### config.mk
export PLATFORM = sky130hd
export DESIGN_NAME = rv_fetch_decode
export DESIGN_NICKNAME = d
export VERILOG_FILES = /design/src/rtl/rv_pkg.sv /design/src/rtl/rv_imm_gen.sv /design/src/rtl/rv_fetch_decode.sv
export SDC_FILE = /design/constraint.sdc
export NUM_CORES = 1
export LEC_CHECK = 0
export CAP_MARGIN = 10
export CORE_ASPECT_RATIO = 2
export CORE_UTILIZATION = 47
export DETAILED_ROUTE_END_ITERATION = 8
export PLACE_DENSITY_LB_ADDON = 0.3
export SLEW_MARGIN = 25
export SYNTH_ARGS = -nofsm -noshare
export SYNTH_HDL_FRONTEND = slang
export SYNTH_SLANG_ARGS = --single-unit
### constraint.sdc
create_clock -name clk -period 4.6 [get_ports clk]
set_input_delay 0.92 -clock clk [delete_from_list [all_inputs] [get_ports clk]]
set_output_delay 0.92 -clock clk [all_outputs]
set_load 0.01 [all_outputs]
### src/rtl/rv_pkg.sv
// Shared definitions for the RV32I fetch/decode engine: opcodes, format and
// FSM encodings, and sign-extension helpers used by the immediate generator.
package rv_pkg;

    localparam logic [6:0] OP_R      = 7'h33;
    localparam logic [6:0] OP_LOAD   = 7'h03;
    localparam logic [6:0] OP_IMM    = 7'h13;
    localparam logic [6:0] OP_JALR   = 7'h67;
    localparam logic [6:0] OP_STORE  = 7'h23;
    localparam logic [6:0] OP_BRANCH = 7'h63;
    localparam logic [6:0] OP_LUI    = 7'h37;
    localparam logic [6:0] OP_AUIPC  = 7'h17;
    localparam logic [6:0] OP_JAL    = 7'h6F;

    typedef enum logic [2:0] {
        FMT_R   = 3'd0,
        FMT_I   = 3'd1,
        FMT_S   = 3'd2,
        FMT_SB  = 3'd3,
        FMT_U   = 3'd4,
        FMT_UJ  = 3'd5,
        FMT_UNK = 3'd7
    } fmt_t;

    typedef enum logic [1:0] {
        ST_IDLE    = 2'd0,
        ST_FETCH   = 2'd1,
        ST_PRESENT = 2'd2,
        ST_DONE    = 2'd3
    } state_t;

    function automatic logic [31:0] sext12(input logic [11:0] v);
        return {{20{v[11]}}, v};
    endfunction

    function automatic logic [31:0] sext13(input logic [12:0] v);
        return {{19{v[12]}}, v};
    endfunction

    function automatic logic [31:0] sext21(input logic [20:0] v);
        return {{11{v[20]}}, v};
    endfunction

endpackage

### src/rtl/rv_imm_gen.sv
// Combinational format classifier and immediate builder for one RV32I word.
// Unrecognised opcodes report UNK with a zero immediate and flag illegal.
module rv_imm_gen
    import rv_pkg::*;
(
    input  logic [31:0] instr,
    output fmt_t        fmt,
    output logic [31:0] imm,
    output logic        illegal
);

    // Opcode decode and per-format immediate assembly
    always_comb begin
        fmt     = FMT_UNK;
        imm     = 32'd0;
        illegal = 1'b0;
        case (instr[6:0])
            OP_R: begin
                fmt = FMT_R;
            end
            OP_LOAD, OP_IMM, OP_JALR: begin
                fmt = FMT_I;
                imm = sext12(instr[31:20]);
            end
            OP_STORE: begin
                fmt = FMT_S;
                imm = sext12({instr[31:25], instr[11:7]});
            end
            OP_BRANCH: begin
                fmt = FMT_SB;
                imm = sext13({instr[31], instr[7], instr[30:25], instr[11:8], 1'b0});
            end
            OP_LUI, OP_AUIPC: begin
                fmt = FMT_U;
                imm = {instr[31:12], 12'd0};
            end
            OP_JAL: begin
                fmt = FMT_UJ;
                imm = sext21({instr[31], instr[19:12], instr[20], instr[30:21], 1'b0});
            end
            default: begin
                fmt     = FMT_UNK;
                imm     = 32'd0;
                illegal = 1'b1;
            end
        endcase
    end

endmodule

### src/rtl/rv_fetch_decode.sv
// Sequential fetch-and-decode engine: walks instruction memory from BASE_ADDR,
// one non-overlapped fetch per instruction, and presents decoded fields on valid/ready.
module rv_fetch_decode
    import rv_pkg::*;
#(
    parameter int                ADDR_W    = 32,
    parameter logic [ADDR_W-1:0] BASE_ADDR = ADDR_W'(32'h28),
    parameter int                N_INSTR   = 11,
    parameter int                MEM_LAT   = 1
) (
    input  logic              clk,
    input  logic              reset,
    input  logic              start,
    output logic [ADDR_W-1:0] mem_addr,
    output logic              mem_read,
    input  logic [31:0]       mem_rdata,
    output logic              out_valid,
    input  logic              out_ready,
    output logic [ADDR_W-1:0] pc,
    output logic [31:0]       instr,
    output logic [2:0]        fmt,
    output logic [6:0]        opcode,
    output logic [4:0]        rd,
    output logic [2:0]        funct3,
    output logic [4:0]        rs1,
    output logic [4:0]        rs2,
    output logic [6:0]        funct7,
    output logic [31:0]       imm,
    output logic              illegal,
    output logic              done
);

    localparam logic [2:0]  LAT_LAST = 3'(MEM_LAT - 1);
    localparam logic [15:0] N_LAST   = 16'(N_INSTR);

    state_t              state_r;
    state_t              state_s;
    logic [ADDR_W-1:0]   pc_r;
    logic [15:0]         count_r;
    logic [15:0]         count_inc_s;
    logic [2:0]          lat_r;
    logic [31:0]         instr_r;
    fmt_t                fmt_r;
    logic [31:0]         imm_r;
    logic                illegal_r;
    logic                mem_read_r;
    logic                out_valid_r;
    logic                done_r;
    logic                hs_s;
    logic                lat_last_s;
    logic                last_s;
    logic                start_run_s;
    logic                capture_s;
    fmt_t                dec_fmt_s;
    logic [31:0]         dec_imm_s;
    logic                dec_illegal_s;

    // Decode is done on the incoming word so every presented field comes from a register.
    rv_imm_gen u_imm_gen (
        .instr   (mem_rdata),
        .fmt     (dec_fmt_s),
        .imm     (dec_imm_s),
        .illegal (dec_illegal_s)
    );

    assign hs_s        = out_valid_r && out_ready;
    assign lat_last_s  = (lat_r == LAT_LAST);
    assign count_inc_s = count_r + 16'd1;
    assign last_s      = (count_inc_s == N_LAST) || illegal_r;
    assign capture_s   = (state_r == ST_FETCH) && lat_last_s;

    // Next-state logic for the fetch/present sequencer
    always_comb begin
        state_s     = state_r;
        start_run_s = 1'b0;
        case (state_r)
            ST_IDLE, ST_DONE: begin
                if (start) begin
                    state_s     = ST_FETCH;
                    start_run_s = 1'b1;
                end else begin
                    state_s = state_r;
                end
            end
            ST_FETCH: begin
                if (lat_last_s) begin
                    state_s = ST_PRESENT;
                end else begin
                    state_s = ST_FETCH;
                end
            end
            ST_PRESENT: begin
                if (hs_s) begin
                    state_s = last_s ? ST_DONE : ST_FETCH;
                end else begin
                    state_s = ST_PRESENT;
                end
            end
            default: begin
                state_s = ST_IDLE;
            end
        endcase
    end

    // State, strobes and run bookkeeping
    always_ff @(posedge clk or posedge reset) begin
        if (reset) begin
            state_r     <= ST_IDLE;
            mem_read_r  <= 1'b0;
            out_valid_r <= 1'b0;
            done_r      <= 1'b0;
            pc_r        <= BASE_ADDR;
            count_r     <= 16'd0;
            lat_r       <= 3'd0;
        end else begin
            state_r     <= state_s;
            mem_read_r  <= (state_s == ST_FETCH);
            out_valid_r <= (state_s == ST_PRESENT);
            done_r      <= (state_s == ST_DONE);
            if (start_run_s) begin
                pc_r    <= BASE_ADDR;
                count_r <= 16'd0;
            end else if (hs_s) begin
                pc_r    <= pc_r + ADDR_W'(4);
                count_r <= count_inc_s;
            end else begin
                pc_r    <= pc_r;
                count_r <= count_r;
            end
            // lat_r rests at zero outside FETCH so each fetch starts counting afresh
            if ((state_r == ST_FETCH) && !lat_last_s) begin
                lat_r <= lat_r + 3'd1;
            end else begin
                lat_r <= 3'd0;
            end
        end
    end

    // Instruction and decode capture on the final memory-latency cycle
    always_ff @(posedge clk or posedge reset) begin
        if (reset) begin
            instr_r   <= 32'd0;
            fmt_r     <= FMT_R;
            imm_r     <= 32'd0;
            illegal_r <= 1'b0;
        end else if (capture_s) begin
            instr_r   <= mem_rdata;
            fmt_r     <= dec_fmt_s;
            imm_r     <= dec_imm_s;
            illegal_r <= dec_illegal_s;
        end else begin
            instr_r   <= instr_r;
            fmt_r     <= fmt_r;
            imm_r     <= imm_r;
            illegal_r <= illegal_r;
        end
    end

    assign mem_addr  = pc_r;
    assign mem_read  = mem_read_r;
    assign out_valid = out_valid_r;
    assign done      = done_r;
    assign pc        = pc_r;
    assign instr     = instr_r;
    assign fmt       = fmt_r;
    assign imm       = imm_r;
    assign illegal   = illegal_r;
    assign opcode    = instr_r[6:0];
    assign rd        = instr_r[11:7];
    assign funct3    = instr_r[14:12];
    assign rs1       = instr_r[19:15];
    assign rs2       = instr_r[24:20];
    assign funct7    = instr_r[31:25];

endmodule

==> impl_metrics.env <==
export IMPL_status="finished clean"
export IMPL_seqPwrFrac_pct=32.6
export IMPL_timing_worst_setup_path_type="in2reg"
export IMPL_io_pins=203
export IMPL_cts_made_buffers=17
export IMPL_clock_path_buffers=2
export IMPL_met2_wirelength_um=8560
export IMPL_synthFlopType="dfrtp_1"
export IMPL_maxCapViolCount=0
export IMPL_crit_slowest_cell="clkdlybuf4s50_1"
export IMPL_yosysSeqAreaShare_pct=49.5
export IMPL_cp_slowest_stage_delay_ns=0.65
export IMPL_power_leakage_nw=3.64
export IMPL_drive_gt1_share_pct=7.01
export IMPL_drtIter0Drc=222
export IMPL_clk_latency_ns=0.42
export IMPL_regArea_um2=3060
export IMPL_grt_pass1_wl_um=25400
export IMPL_synth_edf_count=0
export IMPL_final_nets=843
export IMPL_path_max_fanout=14
export IMPL_io_buffers=198
export IMPL_hold_path_class="reg2reg"
export IMPL_cts_hold_buf=0
export IMPL_netlist_instances=669
export IMPL_wl_um=15600
export IMPL_drt_met1_wl_um=5700
export IMPL_vias=5150
export IMPL_internal_power_mw=3.05
export IMPL_fmax_mhz=363
export IMPL_insertedDiodeCount=0
export IMPL_yosysWarnings=0
export IMPL_filler_cell_count=1008
export IMPL_gr_usage_all_layers_pct=23.4
export IMPL_wl_per_cell_um=16.3
export IMPL_synth_avg_cell_area_um2=9.24
export IMPL_swShare_pct=34.0
export IMPL_dp_hpwl_um=11300
export IMPL_synthArstFlopShare_pct=100
export IMPL_clock_sinks=122
export IMPL_cts_root_buffer_cell="clkbuf_16"
export IMPL_overflow=0
export IMPL_gp_congestion=0.935
export IMPL_max_slew_margin_pct=45.2
export IMPL_drv_slew=0
export IMPL_multi_input_area_um2=2490
export IMPL_cp_data_arrival_time_ns=3.07
export IMPL_ys_ff_latch=122
export IMPL_start_kind="input pin"
export IMPL_antenna_found_initial=0
export IMPL_start_util_pct=48.7
export IMPL_die_w_um=83.1
export IMPL_ir_drop_mv=0.444
export IMPL_post_synth_top_count_cell="nand2_1"
export IMPL_grt_pass1_vias=5137
export IMPL_grt_setup_unrepaired="false"
export IMPL_worst_slew_pin_slew_ns=0.822
export IMPL_core_um2=12700
export IMPL_yosysTopAreaCell="dfrtp_1"
export IMPL_cts_clk_slew_worst_paths_ns=0.06
export IMPL_ctsResizeCount=0
export IMPL_power_switching_mw=1.57
export IMPL_top_layer="met4"
export IMPL_post_cts_buffers=0
export IMPL_area_growth_pct=36.6
export IMPL_finalSetupViolCount=0
export IMPL_fin_crit_sh_pct=59.8
export IMPL_synthTopCellsByArea="dfrtp_1 49%, nand2_1 8.6%, buf_4 8.3%, nor2_1 4.4%, xor2_1 3.8%"
export IMPL_period_needed_ns=2.75
export IMPL_num_rows=58
export IMPL_ys_types=61
export IMPL_synth_top_area_share_pct=48.6
export IMPL_power_density_nw_per_um2=547
export IMPL_ant_nets=0
export IMPL_synthTopCellsByCount="142 x nand2_1, 120 x dfrtp_1, 73 x nor2_1"
export IMPL_syn_cell_area_um2=6180
export IMPL_cp_required_ns=4.92
export IMPL_hold_violations=0
export IMPL_ctsHtreeMaxLevel=4
export IMPL_dieArea_um2=13600
export IMPL_cts_tree="built"
export IMPL_via_per_inst=5.35
export IMPL_p_total_mw=4.62
export IMPL_dr_wl_met3_um=1070
export IMPL_p_comb_share_pct=37.8
export IMPL_fin_worst_skew_ns=0.0104
export IMPL_die_h_um=164
export IMPL_setup_tns_ns=0
export IMPL_grt_start_max_net_pins=81
export IMPL_drc=0
export IMPL_worstPathCellList="clkdlybuf4s50_1, nand2b_1, nor2_1, a31oi_1, nor3_2, a21oi_1, o21ai_0"
export IMPL_clock_power_share_pct=29.5
export IMPL_end_kind="flop"
export IMPL_drt_pass1_iter_count=4
## cell families after synthesis
logic type | synth area share (%)
AOI/OAI and AO/OA | 10.1
xor gates and xnor gates | 6.24
adders and majority gates | 1.42
buffers and inverters | 10.9
DFF | 49.5
muxes | 0.344
other | 0.0607
and+or+nand+nor | 21.5
## layout make-up
type / count / share of cell area, %
multi-input combinational: 442 / 29.5
tap: 150 / 2.22
clock inverter: 13 / 2.02
timing repair buffer: 203 / 24.2
inverter: 14 / 0.682
clock buffer: 19 / 5.25
sequential: 122 / 36.2
## routing by layer
layer	track usage [%]	vias up
met5	0	-
met1	25.1	2501
li1	-	2415
met2	43.3	205
met4	8.23	0
met3	7.04	29
## sequential cells by signal (all words and copies together) (netlist names)
| signal | count |
|---|---|
| mem_addr | 30 |
| out_valid | 1 |
| mem_read | 1 |
| state_r | 2 |
| fmt | 3 |
| illegal | 1 |
| instr | 32 |
| count_r | 16 |
| lat_r | 3 |
| imm | 32 |
| done | 1 |
## final timing paths
path	from	to	cells after the start	slack, ns
max	mem_rdata[6]	imm[12]	7	1.85
min in group asynchronous	reset	instr[15]	2	1.00
max reg2reg	lat_r[0]	imm[19]	6	2.27
min reg2reg	lat_r[0]	lat_r[0]	1	0.46
max in group asynchronous	reset	imm[12]	3	2.72
min	lat_r[0]	lat_r[0]	1	0.46
## power by group through the flow
stage	combinational (mW)	clock (mW)	sequential (mW)
after floorplan	0.900	0	1.59
after global placement	1.69	0	1.51
after detailed placement	1.72	0	1.52
after CTS	1.73	1.38	1.51
after global routing	1.90	1.43	1.54
final	1.75	1.37	1.51
## critical path, delay by kind of cell
kind                   cells  cell delay, ns
AOI/OAI and AO/OA          3            0.42
buffers and inverters      1            0.65
and+or+nand+nor            3            1.07
## layout by cell type, fill, tap and decap left out, types with 4 or more instances in the layout
cell type,count
nand2_1,142
ha_1,7
and2_1,7
a31oi_1,4
xnor2_1,17
inv_1,13
nor2_1,72
clkdlybuf4s50_1,198
nor3_1,4
nand4_1,10
a21oi_1,29
xor2_1,27
clkinv_4,5
dfrtp_1,120
buf_4,4
or3_1,5
conb_1,4
a221oi_1,5
clkbuf_16,17
nand3_1,14
and4_1,5
o21ai_0,28
and3_1,8
a22o_1,6
## stage by stage
step | utilization [%] | instances | cell area, µm² | hold WS, ns | setup WS, ns
CTS | 66.1 | 962 | 8400 | 0.456 | 1.89
floorplan | - | 672 | 6190 | 0.429 | 0.441
finish | 66.5 | 963 | 8440 | 0.457 | 1.85
detailed placement | 61.3 | 930 | 7790 | 0.452 | 1.45
global route | 66.5 | 963 | 8440 | 0.488 | 1.68
global placement | 61.3 | 930 | 7790 | 0.438 | 1.58
(Power assumes the default switching activity.)
